[config.mk]
export PLATFORM = sky130hd
export DESIGN_NAME = lcd_cmd_arbiter
export DESIGN_NICKNAME = d
export VERILOG_FILES = /design/src/rtl/lcd_cmd_arbiter.sv
export SDC_FILE = /design/constraint.sdc
export NUM_CORES = 1
export LEC_CHECK = 0
export CAP_MARGIN = 40
export CORE_ASPECT_RATIO = 1.75
export CORE_UTILIZATION = 46
export CTS_BUF_LIST = sky130_fd_sc_hd__clkbuf_4 sky130_fd_sc_hd__clkbuf_8 sky130_fd_sc_hd__clkbuf_16
export CTS_CLUSTER_DIAMETER = 120
export CTS_CLUSTER_SIZE = 8
export DETAILED_ROUTE_END_ITERATION = 7
export GPL_TIMING_DRIVEN = 0
export HOLD_SLACK_MARGIN = 0.08
export PLACE_DENSITY = 0.8
export SYNTH_ARGS = -nofsm -noshare
export SYNTH_HDL_FRONTEND = slang
export SYNTH_SLANG_ARGS = --single-unit
[constraint.sdc]
create_clock -name clk -period 2.5 [get_ports clk]
set_clock_uncertainty 0.2 [all_clocks]
set_input_delay 0.375 -clock clk [delete_from_list [all_inputs] [get_ports clk]]
set_output_delay 0.375 -clock clk [all_outputs]
set_load 0.05 [all_outputs]
[src/rtl/lcd_cmd_arbiter.sv]
// lcd_cmd_arbiter: round-robin scheduler in front of the 6x6/3x3 LCD display
// controller. Two command sources compete for the controller; the winner's
// command is issued on cmd/cmd_valid/busy. The winner's 36 pixel bytes are
// streamed during a Load. The 9 window bytes come back tagged with the
// winner's ID.
//
// Handshakes:
//   reqN_valid/reqN_ready -- a command moves when both are high in the same
//   cycle. Ready is combinational. It is offered only in IDLE while the
//   controller is not busy, and only to the round-robin winner. Valid may
//   drop without a transfer; arbitration state does not move unless a
//   transfer happens.
//   lcd_cmd_valid/lcd_busy -- a command is presented for exactly one cycle,
//   and only while the controller reports not busy.
//   ld_popN/reqN_data -- first-word-fall-through. The byte on reqN_data is
//   consumed in every cycle ld_popN is high.
//
// Debug visibility: the FSM state is held in state_q (type state_t) so that
// external checkers can bind to it.

module lcd_cmd_arbiter #(
  parameter int unsigned TIMEOUT = 255
) (
  input  logic       clk,
  input  logic       reset,
  input  logic       req0_valid,
  input  logic [2:0] req0_cmd,
  output logic       req0_ready,
  input  logic [7:0] req0_data,
  output logic       ld_pop0,
  input  logic       req1_valid,
  input  logic [2:0] req1_cmd,
  output logic       req1_ready,
  input  logic [7:0] req1_data,
  output logic       ld_pop1,
  output logic [2:0] lcd_cmd,
  output logic       lcd_cmd_valid,
  input  logic       lcd_busy,
  output logic [7:0] lcd_datain,
  input  logic [7:0] lcd_dataout,
  input  logic       lcd_output_valid,
  output logic [7:0] rsp_data,
  output logic       rsp_valid,
  output logic       rsp_id,
  output logic       rsp_last,
  output logic       err
);

  typedef enum logic [1:0] {
    ST_IDLE  = 2'd0,
    ST_ISSUE = 2'd1,
    ST_LOAD  = 2'd2,
    ST_WAIT  = 2'd3
  } state_t;

  localparam logic [2:0] CMD_LOAD   = 3'd1;
  localparam logic [5:0] LOAD_LAST  = 6'd35;
  localparam logic [3:0] BEATS_FULL = 4'd9;
  localparam logic [3:0] BEAT_SAT   = 4'd15;
  localparam logic [8:0] WD_LIM     = 9'(TIMEOUT);
  localparam logic [8:0] WD_LAST    = 9'(TIMEOUT - 1);

  state_t     state_q;
  logic       rr_q;         // requester that currently holds priority
  logic       owner_q;      // requester owning the current transaction
  logic [2:0] cmd_q;
  logic [5:0] ld_cnt_q;
  logic [3:0] beat_q;
  logic [8:0] wd_q;
  logic       seen_busy_q;

  logic       arb_open;
  logic       grant0;
  logic       grant1;
  logic       accept;
  logic [2:0] acc_cmd;
  logic       acc_illegal;
  logic       in_load;
  logic       in_wait;
  logic       live;
  logic       wd_expire;
  logic       wait_done;
  logic       timeout;
  logic       beat;
  logic [3:0] beat_inc;
  logic [8:0] wd_inc;

  // Arbitration: only one grant per cycle. The requester granted last loses ties.
  always_comb begin
    arb_open    = (state_q == ST_IDLE) && !lcd_busy;
    grant0      = arb_open && req0_valid && (!req1_valid || !rr_q);
    grant1      = arb_open && req1_valid && (!req0_valid ||  rr_q);
    accept      = grant0 || grant1;
    acc_cmd     = grant1 ? req1_cmd : req0_cmd;
    acc_illegal = acc_cmd[2] && acc_cmd[1];
  end

  assign req0_ready = grant0;
  assign req1_ready = grant1;

  // Controller-facing command and load-byte path. The load bytes are a pure
  // mux, so byte k reaches the controller in the same cycle it is popped.
  always_comb begin
    in_load       = (state_q == ST_LOAD);
    in_wait       = (state_q == ST_WAIT);
    lcd_cmd_valid = (state_q == ST_ISSUE) && !lcd_busy;
    lcd_cmd       = lcd_cmd_valid ? cmd_q : 3'd0;
    ld_pop0       = in_load && !owner_q;
    ld_pop1       = in_load &&  owner_q;
    lcd_datain    = in_load ? (owner_q ? req1_data : req0_data) : 8'd0;
  end

  // Transaction-end conditions. A normal completion wins over a watchdog
  // expiry in the same cycle, because the transaction did finish.
  always_comb begin
    live      = in_load || in_wait;
    wd_expire = live && (wd_q == WD_LAST);
    wait_done = in_wait && seen_busy_q && !lcd_busy;
    timeout   = wd_expire && !wait_done;
    beat      = in_wait && lcd_output_valid && !timeout;
    beat_inc  = (beat && (beat_q != BEAT_SAT)) ? beat_q + 4'd1 : beat_q;
    wd_inc    = (wd_q != WD_LIM) ? wd_q + 9'd1 : wd_q;
  end

  // Main FSM together with its registered outputs (rsp_*, err).
  always_ff @(posedge clk) begin
    if (reset) begin
      state_q     <= ST_IDLE;
      rr_q        <= 1'b0;
      owner_q     <= 1'b0;
      cmd_q       <= 3'd0;
      ld_cnt_q    <= 6'd0;
      beat_q      <= 4'd0;
      wd_q        <= 9'd0;
      seen_busy_q <= 1'b0;
      rsp_data    <= 8'd0;
      rsp_valid   <= 1'b0;
      rsp_id      <= 1'b0;
      rsp_last    <= 1'b0;
      err         <= 1'b0;
    end else begin
      err       <= 1'b0;
      rsp_valid <= 1'b0;
      rsp_last  <= 1'b0;
      unique case (state_q)
        ST_IDLE: begin
          if (accept) begin
            owner_q <= grant1;
            cmd_q   <= acc_cmd;
            rr_q    <= ~grant1;
            if (acc_illegal) begin
              // An illegal code is consumed and reported, nothing is forwarded.
              err <= 1'b1;
            end else begin
              state_q     <= ST_ISSUE;
              beat_q      <= 4'd0;
              seen_busy_q <= 1'b0;
            end
          end
        end
        ST_ISSUE: begin
          if (!lcd_busy) begin
            wd_q     <= 9'd0;
            ld_cnt_q <= 6'd0;
            state_q  <= (cmd_q == CMD_LOAD) ? ST_LOAD : ST_WAIT;
          end
        end
        ST_LOAD: begin
          wd_q <= wd_inc;
          if (lcd_busy) begin
            seen_busy_q <= 1'b1;
          end
          if (timeout) begin
            err     <= 1'b1;
            state_q <= ST_IDLE;
          end else if (ld_cnt_q == LOAD_LAST) begin
            state_q <= ST_WAIT;
          end
          ld_cnt_q <= ld_cnt_q + 6'd1;
        end
        ST_WAIT: begin
          wd_q <= wd_inc;
          if (lcd_busy) begin
            seen_busy_q <= 1'b1;
          end
          if (beat) begin
            rsp_valid <= 1'b1;
            rsp_data  <= lcd_dataout;
            rsp_id    <= owner_q;
            rsp_last  <= (beat_q == BEATS_FULL - 4'd1);
          end
          beat_q <= beat_inc;
          if (wait_done) begin
            state_q <= ST_IDLE;
            err     <= (beat_inc != BEATS_FULL);
          end else if (timeout) begin
            err     <= 1'b1;
            state_q <= ST_IDLE;
          end
        end
        default: state_q <= ST_IDLE;
      endcase
    end
  end

endmodule

==> impl_metrics.tcl <==
set metrics [dict create \
    maxSlewViolCount 0 \
    nFillCells 368 \
    cp-end-kind "primary output" \
    die_y_um 89.8 \
    grtUsageTotal_pct 22.4 \
    drt_iter0_drc 20 \
    path_buf_inv 3 \
    ys_types 47 \
    hp-start "ld_cnt_q[1]" \
    synth_area_per_cell_um2 8.41 \
    die_x_um 52.2 \
    syn_nets 283 \
    synth_xor_area_share_pct 2.59 \
    tritoncts "done" \
    path_delay_family "buffers and inverters" \
    p_leak_nw 1.04 \
    antenna_found_initial 0 \
    power.density_nw_per_um2 499 \
    areaGrowthSynthToFinish_pct 37.6 \
    synthTopCellsByArea "dfxtp_1 (39%), mux2i_1 (9.9%), nor2_1 (7.6%), ha_1 (3.7%), nand3_1 (3.7%)" \
    num_rows 31 \
    switching_share_pct 30.6 \
    critPathLaunchType "flop" \
    slew_headroom_pct 64.2 \
    avgRoutedWirePerCell_um 13.4 \
    ios 64 \
    r2r_start "wd_q[0]" \
    synth-edff-count 0 \
    hpwlAfterDp_mm 3.69 \
    yosys.area.top_type "dfxtp_1" \
    synth-seq-area-share_pct 38.5 \
    synth-compound-area-share_pct 12.9 \
    syn_inst 241 \
    async_reset_ff_share_pct 0 \
    layout-drive-gt1-share_pct 13.7 \
    status "completed" \
    grt_pass1_wl_mm 8.14 \
    clockBufferDepth 2 \
    cp_max_fo 10 \
    grt_max_degree 14 \
    ir_worst_vdd_mv 0.433 \
    fin_crit_sh_pct 95.1 \
    synthFlopType "dfxtp_1" \
    startpoint "state_q[1]" \
    ys_warn_count 0 \
    cts_buffers 5 \
    antenna_cells 0 \
    fin_util_pct 66.5 \
    min_path_type "reg -> reg" \
    clock_latency_ns 0.30 \
    cp_cell_sequence "clkbuf_4 > nand2b_1 > clkbuf_2 > nor2_1 > clkdlybuf4s18_2" \
    fmax_mhz 421 \
    layout_common_cells "clkdlybuf4s50_1 (46), nor2_1 (41), dfxtp_1 (39), mux2i_1 (20), nand2_1 (18)" \
    required_ns 1.92 \
    synth_top_family_by_area "simple AND/OR/NAND/NOR gates" \
    power_frac_clock_pct 31.2 \
    p_switching_mw 0.426 \
    vias 1981 \
    dieArea_um2 4680 \
    syn_area_um2 2030 \
    grt_pass1_vias 1946 \
    finalCriticalPeriod_ns 2.38 \
    seqPwrFrac_pct 47.2 \
    clock-sinks 39 \
    synth_top_area_share_pct 38.5 \
    path_clk_slew_ns 0.08 \
    p_int_mw 0.965 \
    wl_mm 4.86 \
    finalPower_mw 1.39 \
    io_buffers 63 \
    antenna_left 0 \
    hold_buffers 0 \
    hold_viol_final 0 \
    critPathArrivalTime_ns 1.80 \
    tightestPinTransition_ns 0.537 \
    synth-adder-area-share_pct 3.71 \
    rrSetupSlack_ns 0.36 \
    crit_path_max_incr_delay_ns 0.45 \
    final_common_cell "clkdlybuf4s50_1" \
    cts_root_buf "clkbuf_8" \
    initial_core_util_pct 48.4 \
    drcViolationCount 0 \
    core_um2 4190 \
    fin_nets 354 \
    firstDrtPassIters 4 \
    critPathSlowestCell "dfxtp_1" \
    synthMuxAreaShare_pct 10.4 \
    p_comb_share_pct 21.5 \
    gr-total-overflow 0 \
    crit_type "reg -> out" \
    htreeDepth 2 \
    vias_per_cell 5.47 \
    place.gp.congestion 0.808 \
    cap_violations 0 \
    setup_viol 0 \
    ys_ff_latch 39 \
    synth-simple-area-share_pct 27.7 \
]
per-stage QoR:
stage	setup TNS [ns]	worst slack [ns]	std cells	instance area, µm²	hold WS, ns
final	0	0.123	362	2790	0.298
after CTS	0	0.0358	360	2810	0.298
after global placement	-4.80	-0.909	353	2720	0.274
after floorplan	0	0.0133	241	2030	0.265
after global routing	-0.0229	-0.0129	362	2790	0.331
after detailed placement	-5.49	-0.914	353	2720	0.286
power by group through the flow:
stage | clock network [mW] | registers (mW) | logic, mW
floorplan | 0 | 0.673 | 0.176
global placement | 0 | 0.669 | 0.297
detailed placement | 0 | 0.670 | 0.300
CTS | 0.441 | 0.656 | 0.297
global route | 0.469 | 0.660 | 0.323
finish | 0.434 | 0.657 | 0.300
logic make-up (layout without fill, tap and decap cells):
family | Yosys count | after routing
simple gates | 111 | 111
xor+xnor | 6 | 6
mux | 21 | 21
compound gates | 38 | 38
fa+ha+maj | 6 | 6
flops | 39 | 39
buf+inv | 20 | 92
cell type report:
cell class	count	area, µm²	area share [%]
clock buffers	5	68.8	2.47
well taps	49	61.3	2.20
multi-input cells	182	1170	42.1
repair buffers	65	597	21.4
flip-flops and latches	39	781	28.0
clock inverters	3	20.0	0.718
plain buffers	9	48.8	1.75
inverters	10	37.5	1.35
routing by layer:
layer	track usage, %	vias to the layer above	wire length [µm]
li1	-	989	-
met1	22.7	932	1890
met2	41.8	51	2710
met3	4.57	9	172
met4	8.99	0	93
met5	0	-	0
sequential cells by signal (all words and copies together), names as in the netlist, 2 cells and up:
name,cells
beat_q,4
cmd_q,3
ld_cnt_q,6
rsp_data,8
state_q,2
wd_q,9
tightest hold or removal path, cell delays in order (launching register included):
cell	delay, ns
dfxtp_1	0.33
nand3_1	0.07
a21oi_1	0.06
final timing paths:
check / to / cells past startpoint
worst max register to register: rsp_data[5] / 8
worst min register to register: ld_cnt_q[1] / 2
worst max-delay path: lcd_datain[2] / 5
worst min-delay path: ld_cnt_q[1] / 2
what timing repair did:
action / CTS / global route
setup buffers: 0 / 2
setup endpoints to repair: 16 / 13
gates resized for setup: 61 / 24
synth_stat cells (all sizes together) (3+ instances only):
master	instances
o21ai	3
inv	10
buf	5
nor2	41
dfxtp	39
nor4b	3
clkbuf	5
mux2i	20
xor2	6
nand3	15
ha	6
nor3	7
a31oi	3
and2	4
nor4	3
nand4	5
o21a	3
nand2b	7
a21oi	14
a211oi	3
nand2	18
Power figures use the tool's default switching activity.
